===== config.mk =====
export PLATFORM = sky130hd
export DESIGN_NAME = sdram_arbiter_flat
export DESIGN_NICKNAME = d
export VERILOG_FILES = /design/src/rtl/sdram_arbiter_if.sv /design/src/rtl/sdram_arbiter.sv /design/src/flat_wrapper.sv
export SDC_FILE = /design/constraint.sdc
export NUM_CORES = 1
export LEC_CHECK = 0
export ABC_AREA = 1
export CAP_MARGIN = 20
export CORE_MARGIN = 2
export CORE_UTILIZATION = 40
export CTS_BUF_LIST = sky130_fd_sc_hd__clkbuf_16
export DETAILED_ROUTE_END_ITERATION = 12
export HOLD_SLACK_MARGIN = 0.06
export PLACE_DENSITY = 0.74
export SLEW_MARGIN = 20
export SYNTH_ARGS = -nofsm -noshare
export SYNTH_HDL_FRONTEND = slang
export SYNTH_SLANG_ARGS = --single-unit

===== constraint.sdc =====
create_clock -name clk -period 3.7 [get_ports clk]
set_input_delay 0.925 -clock clk [delete_from_list [all_inputs] [get_ports clk]]
set_output_delay 0.925 -clock clk [all_outputs]
set_load 0.02 [all_outputs]

===== src/rtl/sdram_arbiter_if.sv =====
`default_nettype none
// ============================================================================
//  Module      : sdram_arbiter_if
//  Description : Bundle of the two client ports (A: video read, B: CPU r/w)
//                and the SDRAM controller side of the slot arbiter.
//                slave  = arbiter view, master = clients/controller view.
//  Revision    : 1.0  initial release
// ============================================================================
interface sdram_arbiter_if;
  // port A (read-only)
  logic        a_req;
  logic [19:0] a_addr;
  logic        a_ack;
  logic        a_valid;
  logic [15:0] a_data;
  // port B (read/write)
  logic        b_req;
  logic        b_we;
  logic [19:0] b_addr;
  logic [15:0] b_din;
  logic [1:0]  b_ds;
  logic        b_ack;
  logic        b_valid;
  logic [15:0] b_data;
  // controller side
  logic        mem_sync;
  logic        mem_oe;
  logic        mem_we;
  logic [19:0] mem_addr;
  logic [15:0] mem_din;
  logic [1:0]  mem_ds;
  logic [15:0] mem_dout;

  modport slave (
    input  a_req, a_addr, b_req, b_we, b_addr, b_din, b_ds, mem_dout,
    output a_ack, a_valid, a_data, b_ack, b_valid, b_data,
           mem_sync, mem_oe, mem_we, mem_addr, mem_din, mem_ds
  );

  modport master (
    output a_req, a_addr, b_req, b_we, b_addr, b_din, b_ds, mem_dout,
    input  a_ack, a_valid, a_data, b_ack, b_valid, b_data,
           mem_sync, mem_oe, mem_we, mem_addr, mem_din, mem_ds
  );
endinterface
`default_nettype wire


===== src/rtl/sdram_arbiter.sv =====
`default_nettype none
// ============================================================================
//  Module      : sdram_arbiter
//  Description : Two-port slot arbiter/sequencer for an 8-clock-per-access
//                SDRAM controller. One access per 8-clock slot, idle slots
//                become auto-refresh, power-up quiet period and a cap on
//                consecutive busy slots keep refresh from being starved.
//  Revision    : 1.0  initial release
// ============================================================================
module sdram_arbiter #(
  parameter int INIT_SLOTS  = 32,
  parameter int REFRESH_MAX = 48,
  parameter int DATA_PHASE  = 7
) (
  input  logic           clk,
  input  logic           resetn,
  sdram_arbiter_if.slave bus
);

  localparam int c_INIT_W = $clog2(INIT_SLOTS + 1);
  localparam int c_BUSY_W = $clog2(REFRESH_MAX + 1);
  localparam logic [c_INIT_W-1:0] c_INIT_LOAD = c_INIT_W'(INIT_SLOTS);
  localparam logic [c_BUSY_W-1:0] c_BUSY_MAX  = c_BUSY_W'(REFRESH_MAX);
  localparam logic [2:0]          c_PH_LAST   = 3'd7;
  localparam logic [2:0]          c_PH_DATA   = 3'(DATA_PHASE);

  // Who owns the current slot; NONE means the controller refreshes.
  typedef enum logic [1:0] {
    OWN_NONE = 2'd0,
    OWN_A    = 2'd1,
    OWN_B    = 2'd2
  } owner_t;

  logic [2:0]          r_ph;
  logic [c_INIT_W-1:0] r_init_cnt;
  logic [c_BUSY_W-1:0] r_busy_cnt;
  logic                r_b_lost;
  owner_t              r_owner;

  logic                r_sync;
  logic                r_mem_oe;
  logic                r_mem_we;
  logic [19:0]         r_mem_addr;
  logic [15:0]         r_mem_din;
  logic [1:0]          r_mem_ds;
  logic                r_a_ack;
  logic                r_b_ack;
  logic                r_a_valid;
  logic                r_b_valid;
  logic [15:0]         r_a_data;
  logic [15:0]         r_b_data;

  logic                w_boundary;
  logic                w_grant_a;
  logic                w_grant_b;
  logic [c_INIT_W-1:0] w_init_nxt;
  logic [c_BUSY_W-1:0] w_busy_nxt;
  logic                w_b_lost_nxt;
  owner_t              w_owner_nxt;
  logic [2:0]          w_ph_nxt;
  logic                w_rd_done;
  logic [15:0]         w_rd_word;

  assign w_boundary = (r_ph == c_PH_LAST);
  assign w_ph_nxt   = r_ph + 3'd1;
  // a read slot completes on the edge that closes the slot
  assign w_rd_done  = w_boundary && r_mem_oe;

  // Read data source: sample directly when the data phase is the last one,
  // otherwise hold the captured word until the slot boundary so the client
  // data only changes together with its valid pulse.
  generate
    if (DATA_PHASE == 7) begin : g_direct
      assign w_rd_word = bus.mem_dout;
    end else begin : g_capture
      logic [15:0] r_cap;
      // capture controller read data at the end of the data phase
      always_ff @(posedge clk) begin
        if (!resetn)
          r_cap <= 16'd0;
        else if (r_ph == c_PH_DATA)
          r_cap <= bus.mem_dout;
      end
      assign w_rd_word = r_cap;
    end
  endgenerate

  // Slot decision: quiet period, refresh cap, then fair A/B arbitration.
  always_comb begin
    w_grant_a    = 1'b0;
    w_grant_b    = 1'b0;
    w_init_nxt   = r_init_cnt;
    w_busy_nxt   = r_busy_cnt;
    w_b_lost_nxt = r_b_lost;
    w_owner_nxt  = r_owner;
    if (w_boundary) begin
      w_owner_nxt = OWN_NONE;
      if (r_init_cnt != '0) begin
        w_init_nxt = r_init_cnt - 1'b1;
      end else if (r_busy_cnt == c_BUSY_MAX) begin
        w_busy_nxt = '0;
      end else begin
        if (bus.a_req && bus.b_req) begin
          w_grant_b = r_b_lost;
          w_grant_a = ~r_b_lost;
        end else begin
          w_grant_a = bus.a_req;
          w_grant_b = bus.b_req;
        end
        // B is owed the next contended slot whenever it just lost one
        w_b_lost_nxt = bus.a_req && bus.b_req && w_grant_a;
        if (w_grant_a) begin
          w_owner_nxt = OWN_A;
          w_busy_nxt  = r_busy_cnt + 1'b1;
        end else if (w_grant_b) begin
          w_owner_nxt = OWN_B;
          w_busy_nxt  = r_busy_cnt + 1'b1;
        end else begin
          w_busy_nxt  = '0;
        end
      end
    end
  end

  // Phase counter, slot state, controller command and client responses.
  always_ff @(posedge clk) begin
    if (!resetn) begin
      r_ph       <= c_PH_LAST;
      r_init_cnt <= c_INIT_LOAD;
      r_busy_cnt <= '0;
      r_b_lost   <= 1'b0;
      r_owner    <= OWN_NONE;
      r_sync     <= 1'b0;
      r_mem_oe   <= 1'b0;
      r_mem_we   <= 1'b0;
      r_mem_addr <= 20'd0;
      r_mem_din  <= 16'd0;
      r_mem_ds   <= 2'b00;
      r_a_ack    <= 1'b0;
      r_b_ack    <= 1'b0;
      r_a_valid  <= 1'b0;
      r_b_valid  <= 1'b0;
      r_a_data   <= 16'd0;
      r_b_data   <= 16'd0;
    end else begin
      r_ph       <= w_ph_nxt;
      r_sync     <= ~w_ph_nxt[2];
      r_init_cnt <= w_init_nxt;
      r_busy_cnt <= w_busy_nxt;
      r_b_lost   <= w_b_lost_nxt;
      r_owner    <= w_owner_nxt;
      r_a_ack    <= w_grant_a;
      r_b_ack    <= w_grant_b;
      r_a_valid  <= w_rd_done && (r_owner == OWN_A);
      r_b_valid  <= w_rd_done && (r_owner == OWN_B);
      if (w_rd_done && (r_owner == OWN_A))
        r_a_data <= w_rd_word;
      if (w_rd_done && (r_owner == OWN_B))
        r_b_data <= w_rd_word;
      if (w_boundary) begin
        // command is latched once and held for the whole slot
        r_mem_oe <= w_grant_a || (w_grant_b && !bus.b_we);
        r_mem_we <= w_grant_b && bus.b_we;
        if (w_grant_a) begin
          r_mem_addr <= bus.a_addr;
          r_mem_ds   <= 2'b11;
        end else if (w_grant_b) begin
          r_mem_addr <= bus.b_addr;
          r_mem_din  <= bus.b_din;
          r_mem_ds   <= bus.b_ds;
        end
      end
    end
  end

  assign bus.mem_sync = r_sync;
  assign bus.mem_oe   = r_mem_oe;
  assign bus.mem_we   = r_mem_we;
  assign bus.mem_addr = r_mem_addr;
  assign bus.mem_din  = r_mem_din;
  assign bus.mem_ds   = r_mem_ds;
  assign bus.a_ack    = r_a_ack;
  assign bus.b_ack    = r_b_ack;
  assign bus.a_valid  = r_a_valid;
  assign bus.b_valid  = r_b_valid;
  assign bus.a_data   = r_a_data;
  assign bus.b_data   = r_b_data;

endmodule
`default_nettype wire

===== src/flat_wrapper.sv =====
// flat-port wrapper written by rule: the top's interface ports become plain ports
module sdram_arbiter_flat 
#(
  parameter int INIT_SLOTS  = 32,
  parameter int REFRESH_MAX = 48,
  parameter int DATA_PHASE  = 7
)
  (clk, resetn, bus_a_req, bus_a_addr, bus_b_req, bus_b_we, bus_b_addr, bus_b_din, bus_b_ds, bus_mem_dout, bus_a_ack, bus_a_valid, bus_a_data, bus_b_ack, bus_b_valid, bus_b_data, bus_mem_sync, bus_mem_oe, bus_mem_we, bus_mem_addr, bus_mem_din, bus_mem_ds);
  sdram_arbiter_if bus_i ();
  input  logic clk;
  input  logic resetn;
  input wire logic [$bits(bus_i.a_req)-1:0] bus_a_req;
  input wire logic [$bits(bus_i.a_addr)-1:0] bus_a_addr;
  input wire logic [$bits(bus_i.b_req)-1:0] bus_b_req;
  input wire logic [$bits(bus_i.b_we)-1:0] bus_b_we;
  input wire logic [$bits(bus_i.b_addr)-1:0] bus_b_addr;
  input wire logic [$bits(bus_i.b_din)-1:0] bus_b_din;
  input wire logic [$bits(bus_i.b_ds)-1:0] bus_b_ds;
  input wire logic [$bits(bus_i.mem_dout)-1:0] bus_mem_dout;
  output wire logic [$bits(bus_i.a_ack)-1:0] bus_a_ack;
  output wire logic [$bits(bus_i.a_valid)-1:0] bus_a_valid;
  output wire logic [$bits(bus_i.a_data)-1:0] bus_a_data;
  output wire logic [$bits(bus_i.b_ack)-1:0] bus_b_ack;
  output wire logic [$bits(bus_i.b_valid)-1:0] bus_b_valid;
  output wire logic [$bits(bus_i.b_data)-1:0] bus_b_data;
  output wire logic [$bits(bus_i.mem_sync)-1:0] bus_mem_sync;
  output wire logic [$bits(bus_i.mem_oe)-1:0] bus_mem_oe;
  output wire logic [$bits(bus_i.mem_we)-1:0] bus_mem_we;
  output wire logic [$bits(bus_i.mem_addr)-1:0] bus_mem_addr;
  output wire logic [$bits(bus_i.mem_din)-1:0] bus_mem_din;
  output wire logic [$bits(bus_i.mem_ds)-1:0] bus_mem_ds;
  assign bus_i.a_req = bus_a_req;
  assign bus_i.a_addr = bus_a_addr;
  assign bus_i.b_req = bus_b_req;
  assign bus_i.b_we = bus_b_we;
  assign bus_i.b_addr = bus_b_addr;
  assign bus_i.b_din = bus_b_din;
  assign bus_i.b_ds = bus_b_ds;
  assign bus_i.mem_dout = bus_mem_dout;
  assign bus_a_ack = bus_i.a_ack;
  assign bus_a_valid = bus_i.a_valid;
  assign bus_a_data = bus_i.a_data;
  assign bus_b_ack = bus_i.b_ack;
  assign bus_b_valid = bus_i.b_valid;
  assign bus_b_data = bus_i.b_data;
  assign bus_mem_sync = bus_i.mem_sync;
  assign bus_mem_oe = bus_i.mem_oe;
  assign bus_mem_we = bus_i.mem_we;
  assign bus_mem_addr = bus_i.mem_addr;
  assign bus_mem_din = bus_i.mem_din;
  assign bus_mem_ds = bus_i.mem_ds;
  sdram_arbiter #(.INIT_SLOTS(INIT_SLOTS), .REFRESH_MAX(REFRESH_MAX), .DATA_PHASE(DATA_PHASE)) u_core (.clk(clk), .resetn(resetn), .bus(bus_i));
endmodule

# After elaboration in Yosys (flattened, before gate mapping)
# Cells that the tools add are included.
dict set report word_totals {
  reg_bits 95
  latchBits 0
  ram_bits 0
  mem_bits_ro 0
  input_bits 79
  word_cells 70
  mem_count 0
}
dict set report classes {
  n_addsub 3
  mul 0
  n_div 0
  magnitude_cmp 0
  n_eq_ne 4
  shifts 0
  muxes 25
  bitwise 5
  reduce_logical 16
}
# operator n
set ops {}
lappend ops {{2-to-1 mux 20 bit} 2}
lappend ops {{2-to-1 mux 6 bit} 3}
lappend ops {{2-to-1 mux 1 bit} 14}
lappend ops {{2-to-1 mux 2 bit} 6}
lappend ops {{logical AND 1 bit} 7}
lappend ops {{adder 6 x 1 -> 6 bit, second input constant} 1}
lappend ops {{== test 6 bit, second input constant} 1}
lappend ops {{AND reduction 2 bit} 3}
lappend ops {{AND reduction 3 bit} 2}
lappend ops {{nonzero test 6 bit} 1}
lappend ops {{subtractor 6 x 1 -> 6 bit, second input constant} 1}
lappend ops {{NOT 1 bit} 5}
lappend ops {{adder 3 x 1 -> 3 bit, second input constant} 1}
lappend ops {{== test 3 bit, second input constant} 1}
lappend ops {{== test 2 x 1 -> 1 bit, second input constant} 1}
lappend ops {{== test 2 bit, second input constant} 1}
lappend ops {{nonzero test 2 bit} 1}
lappend ops {{logical NOT 1 bit} 1}
lappend ops {{logical OR 1 bit} 1}

# Depth between registers and ports, before layout
# Gate-level depths: netlist (run 1).
dict set report logic_depth {
  depth_word 10
  depth_mapped 10
}

# Worst setup path after synthesis (run 1)
# Ideal clock, no wire load.
dict set report synth_timing {
  kind {input -> register}
  from {input bus_a_req}
  to {register u_core.r_mem_addr[10], in the netlist u_core.bus.mem_addr[10]}
  arrival_ns 1.776
  setup_slack_ns 1.812
  path_stages 7
  path_buffers 1
  cell_sequence {a21boi_2 nand4_4 nand2_4 buf_4 nand2_1 nor2_1 nor2_1}
}
dict set report synth_between {
  elab_chain_len 10
  word_cells_on_any_way 18
  cone_classes {15 x mux; 3 x reduce/logical}
}
# item line
set synth_rtl {}
lappend synth_rtl {{from (decl)} flat_wrapper.sv:12} ;# input wire logic [$bits(bus_i.a_req)-1:0] bus_a_req;
lappend synth_rtl {{logical AND 1 bit} sdram_arbiter.sv:103} ;# if (bus.a_req && bus.b_req) begin
lappend synth_rtl {{2-to-1 mux 1 bit} sdram_arbiter.sv:103}
lappend synth_rtl {{2-to-1 mux 1 bit} sdram_arbiter.sv:100} ;# end else if (r_busy_cnt == c_BUSY_MAX) begin
lappend synth_rtl {{2-to-1 mux 1 bit} sdram_arbiter.sv:98} ;# if (r_init_cnt != '0) begin
lappend synth_rtl {{2-to-1 mux 1 bit} sdram_arbiter.sv:96} ;# if (w_boundary) begin
lappend synth_rtl {{2-to-1 mux 1 bit} sdram_arbiter.sv:100}
lappend synth_rtl {{2-to-1 mux 1 bit} sdram_arbiter.sv:98}
lappend synth_rtl {{2-to-1 mux 1 bit} sdram_arbiter.sv:96}
lappend synth_rtl {{nonzero test 2 bit (no source line)} --}
lappend synth_rtl {{AND reduction 2 bit (no source line)} --}
lappend synth_rtl {{to (signal assigned)} sdram_arbiter.sv:165} ;# r_mem_addr <= bus.a_addr;
lappend synth_rtl {{to (signal assigned)} sdram_arbiter.sv:168} ;# r_mem_addr <= bus.b_addr;
lappend synth_rtl {{to (decl)} sdram_arbiter.sv:43} ;# logic [19:0] r_mem_addr;
# Several ways; a longest one is shown, not always the timed one. The select of a mux whose other input is x is not followed.
# A chain may end at the register's enable or synchronous reset.

# Final worst setup path (run 1)
# Ends and elaborated chain as after synthesis.

==> impl_results.md, run 1 <==
* Outcome: finished, final reports clean
* All-Layer GR Usage at 19.28%
* CP arrival at 2.73 ns
* Worst-margin pin slew at 0.9161 ns
* Synthesized Nets at 658
* Min Tclk post-route at 2.505 ns
* Startpoint Class: primary input
* CP max stage delay at around 0.5 ns
* Most frequent CP cell: nor2_1
* Clock transition at path regs at approximately 0.07 ns
* Gate Count Post-Synth at 573
* Top cell type's share of synthesized area at between 40% and 50%
* P per Cell Area at 392.6 nW/um^2
* Power, Total at between 2 and 2.5 mW
* Vias per cell at 4.515
* Comb pwr share at 15.4%
* Clk_lat worst skew at between 0.3 and 0.4 ns
* CTS Buf Count at 9
* EDFF count, synth at 0
* Sw frac at 26.85%
* Slew Viols, Final at 0
* HP Class: reg -> reg
* Final TNS setup at 0 ns
* Share of power burned in registers at 46.9%
* Placed cell areas at 5630 um^2
* Number of buffers added for setup after CTS at 0
* TritonCTS clock tree: done
* Core area at roughly 10000 um^2
* Setup WS post-layout at 1.195 ns
* Routed len/inst at 12.31 um
* Ranking of synthesized cells by area: dfxtp_1 47%, nand2_1 13%, nor2_1 12%
* DP Cell Count at 838
* Internal at 1.698 mW
* Clk buf depth at 2
* Static Leakage at roughly 2.5 nW
* Skew final at 0.009244 ns
* Top-count cell post-synth: nand2_1
* Crit Path Class: in -> reg
* Non-Filler Instances at about 850
* Initial antenna violation count at 0
* CTS root buffer: clkbuf_16
* MaxCap Viol Count at 0
* Relative slew slack at between 30% and 40%
* Post-Layout Inst Area at 5913 um^2
* Pre-antenna DRT Iters at 4
* Post-synth ARST share at 0%
* Clock tree sinks at 95
* Htree depth at 3
* Die H at around 100 um
* Main synth FF type: dfxtp_1
* Yosys top cell by area: dfxtp_1
* Max Fclk at 399.3 MHz
* GRT overflow at 0
* Share of layout cells above drive strength 1 at 5.132%
* Endpoints failing setup at 0
* Num rows at 36
* Pin count of the biggest net entering global routing at 66
* Die ar. at 10950 um^2
* RSZ-0062 raised after global routing: no
* Critical path data required time at 3.93 ns
* N_diodes at 0
* Area delta synth->final at 46.00%
* Hold_ws at 0.3871 ns
* Worst setup EP type: flop
* Vias at 3856
* Post_cts resized at 0
* Die W at 104.6 um
* Antenna-violating nets left at 0
* Post-synthesis sequential area ratio at 46.96%
* Drt total wl at 10.52 mm
* Seq cells post-synth at 95
* Crit path cell chain: clkdlybuf4s50_1 > a21boi_2 > nand4_4 > buf_4 > nand2_4 > nand2_1 > nor2_1 > nor2_1
* Remaining DRCs at 0
* Peak VDD IR at 0.0002459 V
* Distinct cells, synth at 30
* HPWL after DPL at 7.483 mm
* Share of total power in the clock network at a little under two fifths
* Final Hold Violating Endpoints at 0
* CP max FO at 41
* Initial Utilization at between 40% and 50%
* Port Buffers at 155
* Global-route wire length before repair at around 18 mm
* Placer Congestion at 0.7516
* Synth Area per Inst at between 7 and 8 um^2
* Vias in the first global route at 3782
* Period utilization at 67.69%
* P_sw at 623.3 uW
* I/O pins at around 160
* Top post-synthesis cells by count: 141 x nand2_1, 134 x nor2_1, 95 x dfxtp_1
* DRT iter0 DRCs at 176
* Slowest stage cell on the critical path: clkdlybuf4s50_1
* Yosys warns at 0
* Synthesized area at 4050 um^2
* Fin util at around three fifths
* Hold-fix buffers at CTS at 0
* Final Net Count at 801
* Placement Setup Slack at 0.8441 ns
layout by cell type, fill, tap and decap left out, types with 2 or more instances in the layout:
| cell | synthesis | final |
|---|---|---|
| a21oi_1 | 32 | 32 |
| buf_4 | 4 | 3 |
| clkbuf_16 | 0 | 9 |
| clkdlybuf4s50_1 | 0 | 154 |
| clkinvlp_4 | 0 | 3 |
| dfxtp_1 | 95 | 95 |
| ha_1 | 6 | 6 |
| inv_1 | 62 | 63 |
| inv_2 | 3 | 3 |
| inv_8 | 0 | 2 |
| nand2_1 | 141 | 141 |
| nand3_1 | 9 | 9 |
| nand4_1 | 3 | 3 |
| nand4_4 | 2 | 2 |
| nor2_1 | 134 | 134 |
| nor2_2 | 2 | 2 |
| nor2_4 | 2 | 2 |
| o21ai_0 | 42 | 42 |
| xnor2_1 | 2 | 2 |
metal layers:
layer  share of wire, %  routed length, um  global-route usage (%)
met5                  0                  0                       0
met4                1.3                136                   5.714
met3                7.0                733                   5.427
met2                 49               5148                   34.27
met1                 43               4498                   22.55
power by group through the flow:
| stage | Clock (mW) | Combinational, mW | Sequential, mW |
|---|---|---|---|
| 3_3_place_gp | 0 | 0.349 | 1.11 |
| 2_1_floorplan | 0 | 0.184 | 1.13 |
| 5_1_grt | 0.929 | 0.396 | 1.09 |
| 4_1_cts | 0.891 | 0.361 | 1.09 |
| 3_5_place_dp | 0 | 0.359 | 1.11 |
| 6_report | 0.875 | 0.358 | 1.09 |
final timing paths:
kind                                   to           start  slack [ns]  cells past startpoint
setup / recovery  u_core.bus.mem_addr[10]       bus_a_req        1.20                      8
hold / removal             u_core.r_ph[0]  u_core.r_ph[0]        0.39                      1
setup reg to reg     u_core.bus.b_data[2]  u_core.r_ph[0]        1.33                      8
hold reg to reg            u_core.r_ph[0]  u_core.r_ph[0]        0.39                      1
registers in the layout, summed over array words and instances, names as in the netlist, 2 cells and up:
name and flops:
u_core.bus.mem_addr 20, u_core.r_init_cnt 6, u_core.r_busy_cnt 6, u_core.bus.b_data 16, u_core.bus.mem_ds 2, u_core.r_owner 2, u_core.bus.a_data 16, u_core.r_ph 3
u_core.bus.mem_din 16
cell type report:
type	instances	area [um^2]
flip-flops and latches	95	1902
well taps	133	166.4
clock inverters	7	57.56
inverters	65	244.0
clock buffers	9	225.2
multi-input cells	387	1749
fillers	928	3906
repair buffers	158	1569
cell families (layout without fill, tap and decap cells):
kind of cell / Yosys count / after routing / synth area share [%]
and+or+nand+nor: 301 / 301 / 30.83
DFF: 95 / 95 / 46.96
buffers and inverters: 91 / 239 / 9.855
AOI/OAI and AO/OA: 77 / 77 / 9.855
adders and majority gates: 6 / 6 / 1.854
xor gates and xnor gates: 3 / 3 / 0.6489
worst max-delay path, delay by kind of cell:
kind            cells  cell delay (ns)
compound gates      1             0.34
buf+inv             2             0.78
simple gates        5             0.68
No activity file was read; power rests on OpenSTA's default activity.
==> inputs of run 2 (changes only) <==
--- a/config.mk
+++ b/config.mk
@@ -12,7 +12,7 @@
 export CTS_BUF_LIST = sky130_fd_sc_hd__clkbuf_16
 export DETAILED_ROUTE_END_ITERATION = 12
 export HOLD_SLACK_MARGIN = 0.06
-export PLACE_DENSITY = 0.74
+export PLACE_DENSITY = 0.77
 export SLEW_MARGIN = 20
 export SYNTH_ARGS = -nofsm -noshare
 export SYNTH_HDL_FRONTEND = slang
==> constraint.sdc (replaced) <==
create_clock -name clk -period 2 [get_ports clk]
set_input_delay 0.5 -clock clk [delete_from_list [all_inputs] [get_ports clk]]
set_output_delay 0.5 -clock clk [all_outputs]
set_load 0.02 [all_outputs]
==> impl_results.md, run 2 (synthesis results as in run 1) <==
* Peak VDD IR at 0.0006178 V (was 0.0002459 V)
* Fin util at 62.42% (was 60.22%)
* Number of buffers added for setup after CTS at 0 (unchanged)
* Worst-margin pin slew at 0.5399 ns (was 0.9161 ns)
* TritonCTS clock tree: done (unchanged)
* Most frequent cells in the layout: 154 x clkdlybuf4s50_1, 141 x nand2_1, 134 x nor2_1, 95 x dfxtp_1, 62 x inv_1 (was 154 x clkdlybuf4s50_1, 141 x nand2_1, 134 x nor2_1, 95 x dfxtp_1, 63 x inv_1)
* Remaining DRCs at 0 (unchanged)
* GRT overflow at 0 (unchanged)
* Hold Crit Depth at 1 (unchanged)
* Static Leakage at 2.634 nW (was 2.516 nW)
* Startpoint Class: flop (was primary input)
* CP max stage delay at 0.64 ns (was 0.51 ns)
* Htree depth at 3 (unchanged)
* R2R depth at 9 (was 8)
* Largest register FFs at 20 (unchanged)
* Period utilization at 92.23%
* MaxCap Viol Count at 0 (unchanged)
* Initial antenna violation count at 0 (unchanged)
* Reg-to-Reg Start: u_core.r_ph[0] (unchanged)
* Share of total power in the clock network at 41.2% (was 37.7%)
* Final Net Count at 815 (was 801)
* Outcome: finished, final reports clean (unchanged)
* Share of layout cells above drive strength 1 at 6.821% (was 5.132%)
* R2R Setup Slk at 0.17 ns (was 1.33 ns)
* P per Cell Area at 755.1 nW/um^2 (was 392.6 nW/um^2)
* Die H at 104.6 um (unchanged)
* CP arrival at 1.34 ns (was 2.73 ns)
* Relative slew slack at 63.97% (was 38.86%)
* Max Fclk at 542.1 MHz
* All-Layer GR Usage at 19.67% (was 19.28%)
* Post_cts resized at 0 (unchanged)
* Drt total wl at 10.81 mm (was 10.52 mm)
* CP delay by family, top: buffers and inverters (unchanged)
* Area delta synth->final at 51.34% (was 46.00%)
* P_sw at 1.105 mW (was 623.3 uW)
* HPWL after DPL at 7.974 mm (was 7.483 mm)
* Slew Viols, Final at 0 (unchanged)
* Crit path cell chain: clkdlybuf4s50_1 (was clkdlybuf4s50_1 > a21boi_2 > nand4_4 > buf_4 > nand2_4 > nand2_1 > nor2_1 > nor2_1)
* Sw frac at 23.88% (was 26.85%)
* Placer Congestion at 0.7945 (was 0.7516)
* Hold-fix buffers at CTS at 0 (unchanged)
* Internal at 3.523 mW (was 1.698 mW)
* Hold_ws at 0.3944 ns (was 0.3871 ns)
* CP bufs+invs at 1 (was 2)
* Pin count of the biggest net entering global routing at 41 (was 66)
* Global-route wire length before repair at 17.97 mm (was 17.51 mm)
* WHS Endpoint: u_core.r_ph[0] (unchanged)
* Routed len/inst at 12.48 um (was 12.31 um)
* Worst setup EP type: output port (was flop)
* Vias per cell at 4.629 (was 4.515)
* CTS root buffer: clkbuf_16 (unchanged)
* Final Hold Violating Endpoints at 0 (unchanged)
* Crit Path Class: reg -> out (was in -> reg)
* Min Tclk post-route at 1.845 ns
* Clock tree sinks at 95 (unchanged)
* Clk_lat worst skew at 0.33 ns (was 0.34 ns)
* Worst r2r dst: u_core.bus.mem_addr[17] (was u_core.bus.b_data[2])
* Antenna-violating nets left at 0 (unchanged)
* N_diodes at 0 (unchanged)
* CP max FO at 3 (was 41)
* Vias in the first global route at 3922 (was 3782)
* Core area at 9819 um^2 (unchanged)
* Leading cell type in the layout, fill and taps excluded: clkdlybuf4s50_1 (unchanged)
* Slowest stage cell on the critical path: clkdlybuf4s50_1 (unchanged)
* RSZ-0062 raised after global routing: no (unchanged)
* Share of power burned in registers at 43.6% (was 46.9%)
* Critical path data required time at 1.50 ns (was 3.93 ns)
* I/O pins at 156 (unchanged)
* Clock transition at path regs at 0.06 ns (was 0.07 ns)
* Min-delay src: u_core.r_ph[0] (unchanged)
* Initial Utilization at 41.25% (unchanged)
* Clk buf depth at 2 (unchanged)
* Port Buffers at 155 (unchanged)
* Skew final at 0.006059 ns (was 0.009244 ns)
* Vias at 4009 (was 3856)
* HP Class: reg -> reg (unchanged)
* Final TNS setup at 0 ns (unchanged)
* CTS Buf Count at 9 (unchanged)
* Endpoints failing setup at 0 (unchanged)
* Pre-antenna DRT Iters at 4 (unchanged)
* Comb pwr share at 15.1% (was 15.4%)
* Die W at 104.6 um (unchanged)
* Num rows at 36 (unchanged)
* Die ar. at 10950 um^2 (unchanged)
* DRT iter0 DRCs at 177 (was 176)
## run 2: through the flow
step | cells | power (mW) | area [um^2] | setup WS (ns)
2_1_floorplan | 573 | 2.432 | 4050 | 0.3764
3_3_place_gp | 852 | 2.732 | 5798 | -0.1029
3_5_place_dp | 852 | 2.760 | 5798 | -0.1333
4_1_cts | 866 | 4.666 | 6130 | 0.1351
5_1_grt | 866 | 4.808 | 6130 | 0.005087
6_report | 866 | 4.628 | 6130 | 0.1555
## run 2: per-layer routing
layer,vias up,part of all wire [%],GRT usage [%]
met5,-,0,0
met4,0,0.68,4.286
met3,5,7.2,6.550
met2,113,49,35.85
met1,1829,43,22.25
li1,2062,-,-
## run 2: worst max-delay path by stage
stage                                  from                      to  slack, ns  cells past startpoint
after floorplan              u_core.r_ph[0]    u_core.bus.b_data[4]       0.38                     10
after global placement            bus_b_req       u_core.bus.mem_we      -0.10                      8
after detailed placement          bus_b_req       u_core.bus.mem_we      -0.13                      8
after CTS                 u_core.bus.mem_oe              bus_mem_oe       0.14                      1
after global routing         u_core.r_ph[0]  u_core.bus.mem_addr[0]      0.005                      9
final                     u_core.bus.mem_oe              bus_mem_oe       0.16                      1
## run 2: power by group through the flow
stage                     Clock, mW  Sequential, mW  Combinational, mW
final                          1.91            2.02              0.701
after global placement            0            2.05              0.678
after global routing           2.02            2.03              0.767
after floorplan                   0            2.09              0.341
after CTS                      1.94            2.02              0.705
after detailed placement          0            2.06              0.701
## run 2: cell type report
type                    count  area, um^2
clock inverters             5       106.4
repair buffers            172        1737
flip-flops and latches     95        1902
clock buffers               9       225.2
multi-input cells         387        1749
fillers                   870        3690
inverters                  65       244.0
well taps                 133       166.4
